==> src/rtl/ex_mem_skid_reg.sv <==
// rtl/ex_mem_skid_reg.sv - Elastic EX/MEM pipeline register with 2-entry skid buffer.
// Optional backpressure stall counter is built when EX_MEM_STAT_EN is defined.
module ex_mem_skid_reg #(
    parameter int             W      = 32,
    parameter logic [W-1:0]   NOP_IR = '0,
    parameter int             STAT_W = 16
) (
    input  logic              clk,
    input  logic              rst_n,
    input  logic              in_valid,
    output logic              in_ready,
    input  logic [W-1:0]      ir_e,
    input  logic [W-1:0]      pc8_e,
    input  logic [W-1:0]      alu_e,
    input  logic [W-1:0]      hilo_e,
    input  logic [W-1:0]      rt_e,
    input  logic              flush,
    output logic              out_valid,
    input  logic              out_ready,
    output logic [W-1:0]      ir_m,
    output logic [W-1:0]      pc8_m,
    output logic [W-1:0]      alu_m,
    output logic [W-1:0]      hilo_m,
    output logic [W-1:0]      rd2_m,
    output logic [STAT_W-1:0] stall_cnt
);

    typedef enum logic [1:0] {
        EMPTY = 2'd0,
        ONE   = 2'd1,
        TWO   = 2'd2
    } state_t;

    state_t state_q, state_d;
    logic   acc, pop;
    logic   ld_main_in, ld_main_skid, ld_skid, ld_bubble;
    logic [W-1:0] skid_ir, skid_pc8, skid_alu, skid_hilo, skid_rt;

    // Handshake outputs decode the state flops only, so neither ready nor valid
    // has a combinational path from the opposite side of the stage.
    assign out_valid = (state_q != EMPTY);
    assign in_ready  = (state_q != TWO);
    assign acc       = in_valid && in_ready;
    assign pop       = out_valid && out_ready;

    always_ff @(posedge clk or negedge rst_n) begin
        if (!rst_n) state_q <= EMPTY;
        else        state_q <= state_d;
    end

    always_comb begin
        state_d = state_q;
        if (flush) begin
            state_d = EMPTY;
        end else begin
            case (state_q)
                EMPTY:   if (acc) state_d = ONE;
                ONE:     if (acc && !pop) state_d = TWO;
                         else if (!acc && pop) state_d = EMPTY;
                TWO:     if (pop) state_d = ONE;
                default: state_d = EMPTY;
            endcase
        end
    end

    always_comb begin
        ld_main_in   = 1'b0;
        ld_main_skid = 1'b0;
        ld_skid      = 1'b0;
        ld_bubble    = 1'b0;
        if (flush) begin
            ld_bubble = 1'b1;
        end else begin
            case (state_q)
                EMPTY: ld_main_in = acc;
                ONE: begin
                    ld_main_in = acc && pop;
                    ld_skid    = acc && !pop;
                    ld_bubble  = !acc && pop;
                end
                TWO:     ld_main_skid = pop;
                default: ld_bubble    = 1'b1;
            endcase
        end
    end

    // Only ir_m is forced to a bubble; the data fields are qualified by out_valid.
    always_ff @(posedge clk or negedge rst_n) begin
        if (!rst_n) begin
            ir_m   <= NOP_IR;
            pc8_m  <= '0;
            alu_m  <= '0;
            hilo_m <= '0;
            rd2_m  <= '0;
        end else if (ld_main_in) begin
            ir_m   <= ir_e;
            pc8_m  <= pc8_e;
            alu_m  <= alu_e;
            hilo_m <= hilo_e;
            rd2_m  <= rt_e;
        end else if (ld_main_skid) begin
            ir_m   <= skid_ir;
            pc8_m  <= skid_pc8;
            alu_m  <= skid_alu;
            hilo_m <= skid_hilo;
            rd2_m  <= skid_rt;
        end else if (ld_bubble) begin
            ir_m   <= NOP_IR;
        end
    end

    always_ff @(posedge clk or negedge rst_n) begin
        if (!rst_n) begin
            skid_ir   <= '0;
            skid_pc8  <= '0;
            skid_alu  <= '0;
            skid_hilo <= '0;
            skid_rt   <= '0;
        end else if (ld_skid) begin
            skid_ir   <= ir_e;
            skid_pc8  <= pc8_e;
            skid_alu  <= alu_e;
            skid_hilo <= hilo_e;
            skid_rt   <= rt_e;
        end
    end

`ifdef EX_MEM_STAT_EN
    logic [STAT_W-1:0] stall_q;

    // Saturating count of cycles MEM refused a valid entry; flush does not clear it.
    always_ff @(posedge clk or negedge rst_n) begin
        if (!rst_n)
            stall_q <= '0;
        else if (out_valid && !out_ready && (stall_q != {STAT_W{1'b1}}))
            stall_q <= stall_q + STAT_W'(1);
    end

    assign stall_cnt = stall_q;
`else
    assign stall_cnt = '0;
`endif

endmodule

==> config.mk <==
export PLATFORM = sky130hd
export DESIGN_NAME = ex_mem_skid_reg
export DESIGN_NICKNAME = d
export VERILOG_FILES = /design/src/rtl/ex_mem_skid_reg.sv
export SDC_FILE = /design/constraint.sdc
export NUM_CORES = 1
export LEC_CHECK = 0
export BUFFER_PORTS_ARGS = -buffer_cell sky130_fd_sc_hd__buf_4
export CAP_MARGIN = 20
export CORE_MARGIN = 2
export CORE_UTILIZATION = 24
export DETAILED_ROUTE_END_ITERATION = 10
export PLACE_DENSITY = 0.38
export SKIP_CTS_REPAIR_TIMING = 1
export SYNTH_ARGS = -nofsm -noshare
export SYNTH_HDL_FRONTEND = slang
export SYNTH_SLANG_ARGS = --single-unit
==> constraint.sdc <==
create_clock -name clk -period 2.8 [get_ports clk]
set_clock_uncertainty 0.1 [all_clocks]
set_input_delay 0.28 -clock clk [delete_from_list [all_inputs] [get_ports clk]]
set_output_delay 0.28 -clock clk [all_outputs]
set_load 0.05 [all_outputs]
==> impl_results.md, run 1 <==
* Pins Over Slew Limit at 0
* Final Setup Violations at 0
* Global-route wire length before repair at 62.9 mm
* Worst Path Max Fanout at 37
* Setup_tns at 0 ns
* Max VDD drop at 0.366 mV
* Synth cell count leaders: dfrtp_1 (322), a221o_1 (160), and2_1 (128)
* Final Critical Period at 2.44 ns
* Worst Hold Class: input pin to asynchronous set/reset pin
* Vias in the first global route at just under 10k
* Avg Cell Area, Syn at 13.7 µm²
* Yosys top cell area share at 59.8%
* Latest clock arrival within the worst-skew pair at approximately 0.55 ns
* CTS Buf Count at 41
* Num Clock Sinks at 322
* Number of synthesized flops with an enable pin at 0
* Worst-Margin Slew at approximately 1.0 ns
* Clock buffer depth at 3
* Overflow after GRT at 0
* Initial Util at between 20% and 30%
* RePlAce Congestion at 0.683
* Slowest Stage Delay on Critical Path at 0.72 ns
* Slew HR at 31.1%
* Row Count at 86
* Drt pass-1 iters at 4
* RSZ-0062 raised after global routing: false
* Comb power frac at about a quarter
* Crit-path leading delay family: simple AND/OR/NAND/NOR gates
* Setup CP Type: flip-flop to flip-flop
* Status: completed
* Period utilisation layout at 87.3%
* Crit path DAT at 2.83 ns
* WP data required at 3.19 ns
* Drt total wl at 42.2 mm
* Core area at 55,300 µm²
* Sw Share at 31.2%
* Flop pwr share at 40.4%
* Reg2Reg Setup Slack at 0.36 ns
* Switch Pwr at 4.71 mW
* #FFs+latches synth at roughly 320
* Die area at 58,000 µm²
* Mapped Cells at 980
* Hold Vio Cnt, Final at 0
* Final HPWL DP at 25.6 mm
* Clk pwr share at ~36%
* CTS H-Tree Depth at 2
* ANT nets after route at 0
* Yosys cell types at 25
* CTS root buf: clkbuf_16
* Standby leakage power at 9.18 nW
* Synth area leaders: dfrtp_1 (60%), a221o_1 (12%), mux2_1 (8.4%)
* Routed length per instance at 18.9 µm
* Crit-path slowest cell: and3_4
* Number of diodes at 0
* WP buf/inv at 1
* Most common cell in the netlist: dfrtp_1
* Warnings, synthesis at 0
* CP startpoint kind: flip-flop
* Critical Path Sink Type: flip-flop
* Layout area overhead at 47.7%
* CTS tree: done
* Via-per-instance ratio at 4.50
* Number of nets in the layout at 1,625
* Reg clk slew, reported paths at 0.06 ns
* Main synth FF type: dfrtp_1
* Max Clock Freq at just over 400 MHz
* Seq/Total Area, Yosys at approximately 60%
* Via count at 10.1k
* Gr usage total at between 10 and 15%
* Pin count of the biggest net entering global routing at 129
* Crit-path cells: nor2b_1, and3_4, buf_4, a221o_1
* P_int at 10.4 mW
* DRC at 0
* Asr flop ratio synth at 100%
* Die Wd at 241 µm
* Number of DRC markers in iteration 0 at 418
* Layout cells sized above 1 at roughly 33%
* Synthesized area at around 13,000 µm²
* Height of the chip at 241 µm
* Initial antenna violation count at 0
* I/O Buffers at 326
* I/O pin cnt at 343
* PD cells at 760 nW/µm²
* Synth area leader: dfrtp_1
* Max-cap viol count at 0
* Final core area utilization at approximately 36%
* Power, Total at 15.1 mW
power by group through the flow:
stage          clock network [mW]  registers, mW  logic, mW
6_report                     5.41           6.11       3.60
5_1_grt                      5.83           6.25       3.84
4_1_cts                      5.63           6.12       3.46
3_5_place_dp                    0           6.19       3.46
3_3_place_gp                    0           6.17       3.42
2_1_floorplan                   0           7.27       1.06
sequential cells by signal, summed over array words and instances, names as in the netlist:
name / flops
skid_rt: 32
pc8_m: 32
rd2_m: 32
skid_pc8: 32
ir_m: 32
alu_m: 32
skid_hilo: 32
skid_alu: 32
state_q: 2
hilo_m: 32
skid_ir: 32
cells by family after synthesis:
| family | synth area share (%) |
|---|---|
| AOI/OAI and AO/OA | 14.2 |
| buffers and inverters | 4.41 |
| DFF | 59.8 |
| muxes | 13.4 |
| other | 0.0278 |
| and+or+nand+nor | 8.11 |
cell usage in the layout (no fill, tap or decap), drive strengths merged, types with 2 or more instances in the layout:
cell type and count:
clkbuf 67, conb 16, nand3b 2, inv 34
a221o 160, clkinv 4, nand2 2, buf 354
o32ai 32, a31oi 2, mux2 160, dlygate4sd3 164
dfrtp 322, and2 128, nand2b 34
layout make-up:
| class | instances | area, µm² |
|---|---|---|
| clock buffer | 67 | 1330 |
| clock inverter | 6 | 58.8 |
| fill | 5524 | 35400 |
| inverter | 33 | 124 |
| multi-input combinational | 544 | 4920 |
| sequential | 322 | 8060 |
| tap | 748 | 936 |
| timing repair buffer | 518 | 4470 |
metrics by stage:
| stage | setup WS (ns) | hold WS (ns) | std cells | cell area, µm² |
|---|---|---|---|---|
| after floorplan | 0.833 | -0.116 | 995 | 13500 |
| after global placement | 0.328 | 0.208 | 2001 | 16900 |
| after detailed placement | 0.313 | 0.212 | 2001 | 16900 |
| after CTS | 0.286 | -0.410 | 2074 | 18200 |
| after global routing | 0.180 | 0.205 | 2238 | 19900 |
| final | 0.356 | 0.162 | 2238 | 19900 |
final timing paths:
kind | from | end | depth (start not counted)
setup / recovery | state_q[1] | ir_m[6] | 4
hold / removal | rst_n | alu_m[9] | 2
min in group clk | skid_hilo[24] | skid_hilo[24] | 1
max in group asynchronous | rst_n | pc8_m[21] | 3
hold reg to reg | skid_hilo[24] | skid_hilo[24] | 1
setup reg to reg | state_q[1] | ir_m[6] | 4
layer usage:
layer  up-vias  routed length (µm)  GRT usage, %
met3        46                2850          5.08
met2       242               19400          21.2
li1       4596                   -             -
met1      5179               19200          19.0
met4         0                 811          4.49
met5         -                   0             0
worst reg2reg max path: cells and delay by family (launching register included):
kind	cells	cell delay, ns
AND/OR/NAND/NOR	2	1.21
AO/OA/AOI/OAI	1	0.21
buffers and inverters	1	0.39
flip-flops	1	0.47
Power figures use the tool's default switching activity.
==> run 2, diff against run 1 <==
--- a/config.mk
+++ b/config.mk
@@ -10,6 +10,7 @@
 export CORE_MARGIN = 2
 export CORE_UTILIZATION = 24
 export DETAILED_ROUTE_END_ITERATION = 10
+export GPL_TIMING_DRIVEN = 0
 export PLACE_DENSITY = 0.38
 export SKIP_CTS_REPAIR_TIMING = 1
 export SYNTH_ARGS = -nofsm -noshare
==> run 2 against run 1 <==
Effect of this change:
- register-to-register slack worse by 0.13 ns
- final area rose by 0.67%
- largest cell class unchanged
- global-route usage is 0.71 points higher
- first-iteration DRC count fell by 5.5%
- via count increased by 2.5%
- worst hold slack worse by 0.10 ns
- setup slack lost 0.13 ns
- critical path type unchanged
==> impl_results.md, run 2 (synthesized netlist as in run 1, its figures left out) <==
* Status: completed (unchanged)
* Global-route wire length before repair at 65.6 mm (was 62.9 mm)
* Number of DRC markers in iteration 0 at 395 (was 418)
* RePlAce Congestion at 0.724 (was 0.683)
* Initial antenna violation count at 5 (was 0)
* Layout cells sized above 1 at 31.4% (was 32.6%)
* CTS root buf: clkbuf_16 (unchanged)
* Setup CP Type: flip-flop to flip-flop (unchanged)
* Most frequent cells in the layout: buf_4 (352), dfrtp_1 (322), dlygate4sd3_1 (163), a221o_1 (160), and2_1 (128) (was buf_4 (340), dfrtp_1 (322), dlygate4sd3_1 (164), a221o_1 (160), and2_1 (128))
* Max-cap viol count at 0 (unchanged)
* WP data required at 3.20 ns (was 3.19 ns)
* Die Wd at 241 µm (unchanged)
* R2R Path End: hilo_m[27] (was ir_m[6])
* CTS Buf Count at 43 (was 41)
* Via count at 10.3k (was 10.1k)
* Worst Hold Class: input pin to asynchronous set/reset pin (unchanged)
* Worst Reg2Reg Path Length in Cells at 6 (was 4)
* Setup_tns at 0 ns (unchanged)
* Hold WS at 0.0617 ns (was 0.162 ns)
* Max Clock Freq at 388 MHz (was 409 MHz)
* Clock buffer depth at 3 (unchanged)
* Final Critical Period at 2.58 ns (was 2.44 ns)
* I/O Buffers at 326 (unchanged)
* Num Clock Sinks at 322 (unchanged)
* ANT nets after route at 0 (unchanged)
* Placed insts at 2,074 (was 2,001)
* Row Count at 86 (unchanged)
* Slew HR at 51.5% (was 31.1%)
* Vias in the first global route at 10.2k (was 9,761)
* I/O pin cnt at 343 (unchanged)
* Critical Path Sink Type: flip-flop (unchanged)
* RSZ-0062 raised after global routing: false (unchanged)
* Pins Over Slew Limit at 0 (unchanged)
* Initial Util at 24.3% (unchanged)
* Reg clk slew, reported paths at 0.06 ns (about the same)
* Final Setup Violations at 0 (unchanged)
* DRC at 0 (unchanged)
* Layout area overhead at 48.7% (was 47.7%)
* CP startpoint kind: flip-flop (unchanged)
* Cell Area, Placed at 17,000 µm² (was 16,900 µm²)
* Reg-to-reg startpoint: state_q[1] (unchanged)
* Final HPWL DP at 30.0 mm (was 25.6 mm)
* Number of nets in the layout at 1,699 (was 1,625)
* Overflow after GRT at 0 (unchanged)
* Pin count of the biggest net entering global routing at 102 (was 129)
* Height of the chip at 241 µm (unchanged)
* CP Launch Point: state_q[1] (unchanged)
* Final core area utilization at 36.2% (was 36.0%)
* Worst-Margin Slew at 0.727 ns (was 1.03 ns)
* Worst Path Max Fanout at 10 (was 37)
* PD cells at 752 nW/µm² (was 760 nW/µm²)
* Die area at 58,000 µm² (unchanged)
* Crit path DAT at 2.97 ns (was 2.83 ns)
* Core area at 55,300 µm² (unchanged)
* Reg2Reg Setup Slack at 0.22 ns (was 0.36 ns)
* Drt total wl at 44.4 mm (was 42.2 mm)
* Via-per-instance ratio at 4.45 (was 4.50)
* Most common cell after layout, fill and taps aside: buf_4 (unchanged)
* Period utilisation layout at 92.1% (was 87.3%)
* Latest clock arrival within the worst-skew pair at 0.56 ns (was 0.55 ns)
* Gr usage total at 14.9% (was 14.2%)
* Standby leakage power at 9.23 nW (was 9.18 nW)
* Drt pass-1 iters at 5 (was 4)
* CTS tree: done (unchanged)
* Hold Vio Cnt, Final at 0 (unchanged)
* Non-filler cells, final at 2,318 (was 2,238)
* Max VDD drop at 0.358 mV (was 0.366 mV)
* Routed length per instance at 19.2 µm (was 18.9 µm)
* Finished Cell Area at 20,000 µm² (was 19,900 µm²)
* CTS H-Tree Depth at 2 (unchanged)
[run 2: changes by cell type in the layout (fill, tap and decap cells not counted), sizes merged]
cell         change
clkbuf          +62
buf             +13
diode            +4
inv              +3
bufinv           -1
dlygate4sd3      -1
[run 2: per-stage QoR]
stage	setup WS (ns)	power, mW
2_1_floorplan	0.833	8.32
3_3_place_gp	-2.16	9.60
3_5_place_dp	0.128	9.68
4_1_cts	0.107	15.1
5_1_grt	0.0211	15.8
6_report	0.222	15.1
[run 2: worst max-delay path by stage]
| stage | depth (start not counted) | endpoint |
|---|---|---|
| floorplan | 6 | skid_alu[0] |
| global placement | 1 | ir_m[20] |
| detailed placement | 6 | hilo_m[21] |
| CTS | 6 | hilo_m[27] |
| global route | 6 | hilo_m[26] |
| finish | 6 | hilo_m[27] |
[run 2: worst max-delay path, cell delays in order, from the launching register on]
cell,delay (ns)
dfrtp_1,0.46
nor2b_1,0.36
and3_1,0.21
buf_2,0.20
buf_2,0.39
clkbuf_1,0.52
a221o_1,0.26
[run 2: area by class of cell]
| cell class | count | area (µm²) |
|---|---|---|
| fillers | 5502 | 35300 |
| flip-flops and latches | 322 | 8060 |
| multi-input cells | 544 | 4880 |
| repair buffers | 494 | 4200 |
| clock buffers | 69 | 1290 |
| well taps | 748 | 936 |
| plain buffers | 96 | 470 |
| inverters | 33 | 124 |
| clock inverters | 8 | 55.1 |
| diodes | 4 | 10.0 |
[run 2: report_power, final]
group | switching [mW] | leakage, nW | total [mW] | internal (mW)
Clock | 2.15 | 0.666 | 5.30 | 3.15
Sequential | 0.496 | 4.02 | 6.13 | 5.63
Combinational | 2.15 | 4.55 | 3.62 | 1.47
Total | 4.79 | 9.23 | 15.1 | 10.3
[run 2: layer usage]
metal / global-route usage (%) / routed length (µm) / vias to the layer above
met2: 22.6 / 20300 / 259
met1: 19.7 / 20100 / 5232
met4: 4.21 / 842 / 2
met5: 0 / 13 / -
li1: - / - / 4766
met3: 5.57 / 3110 / 51
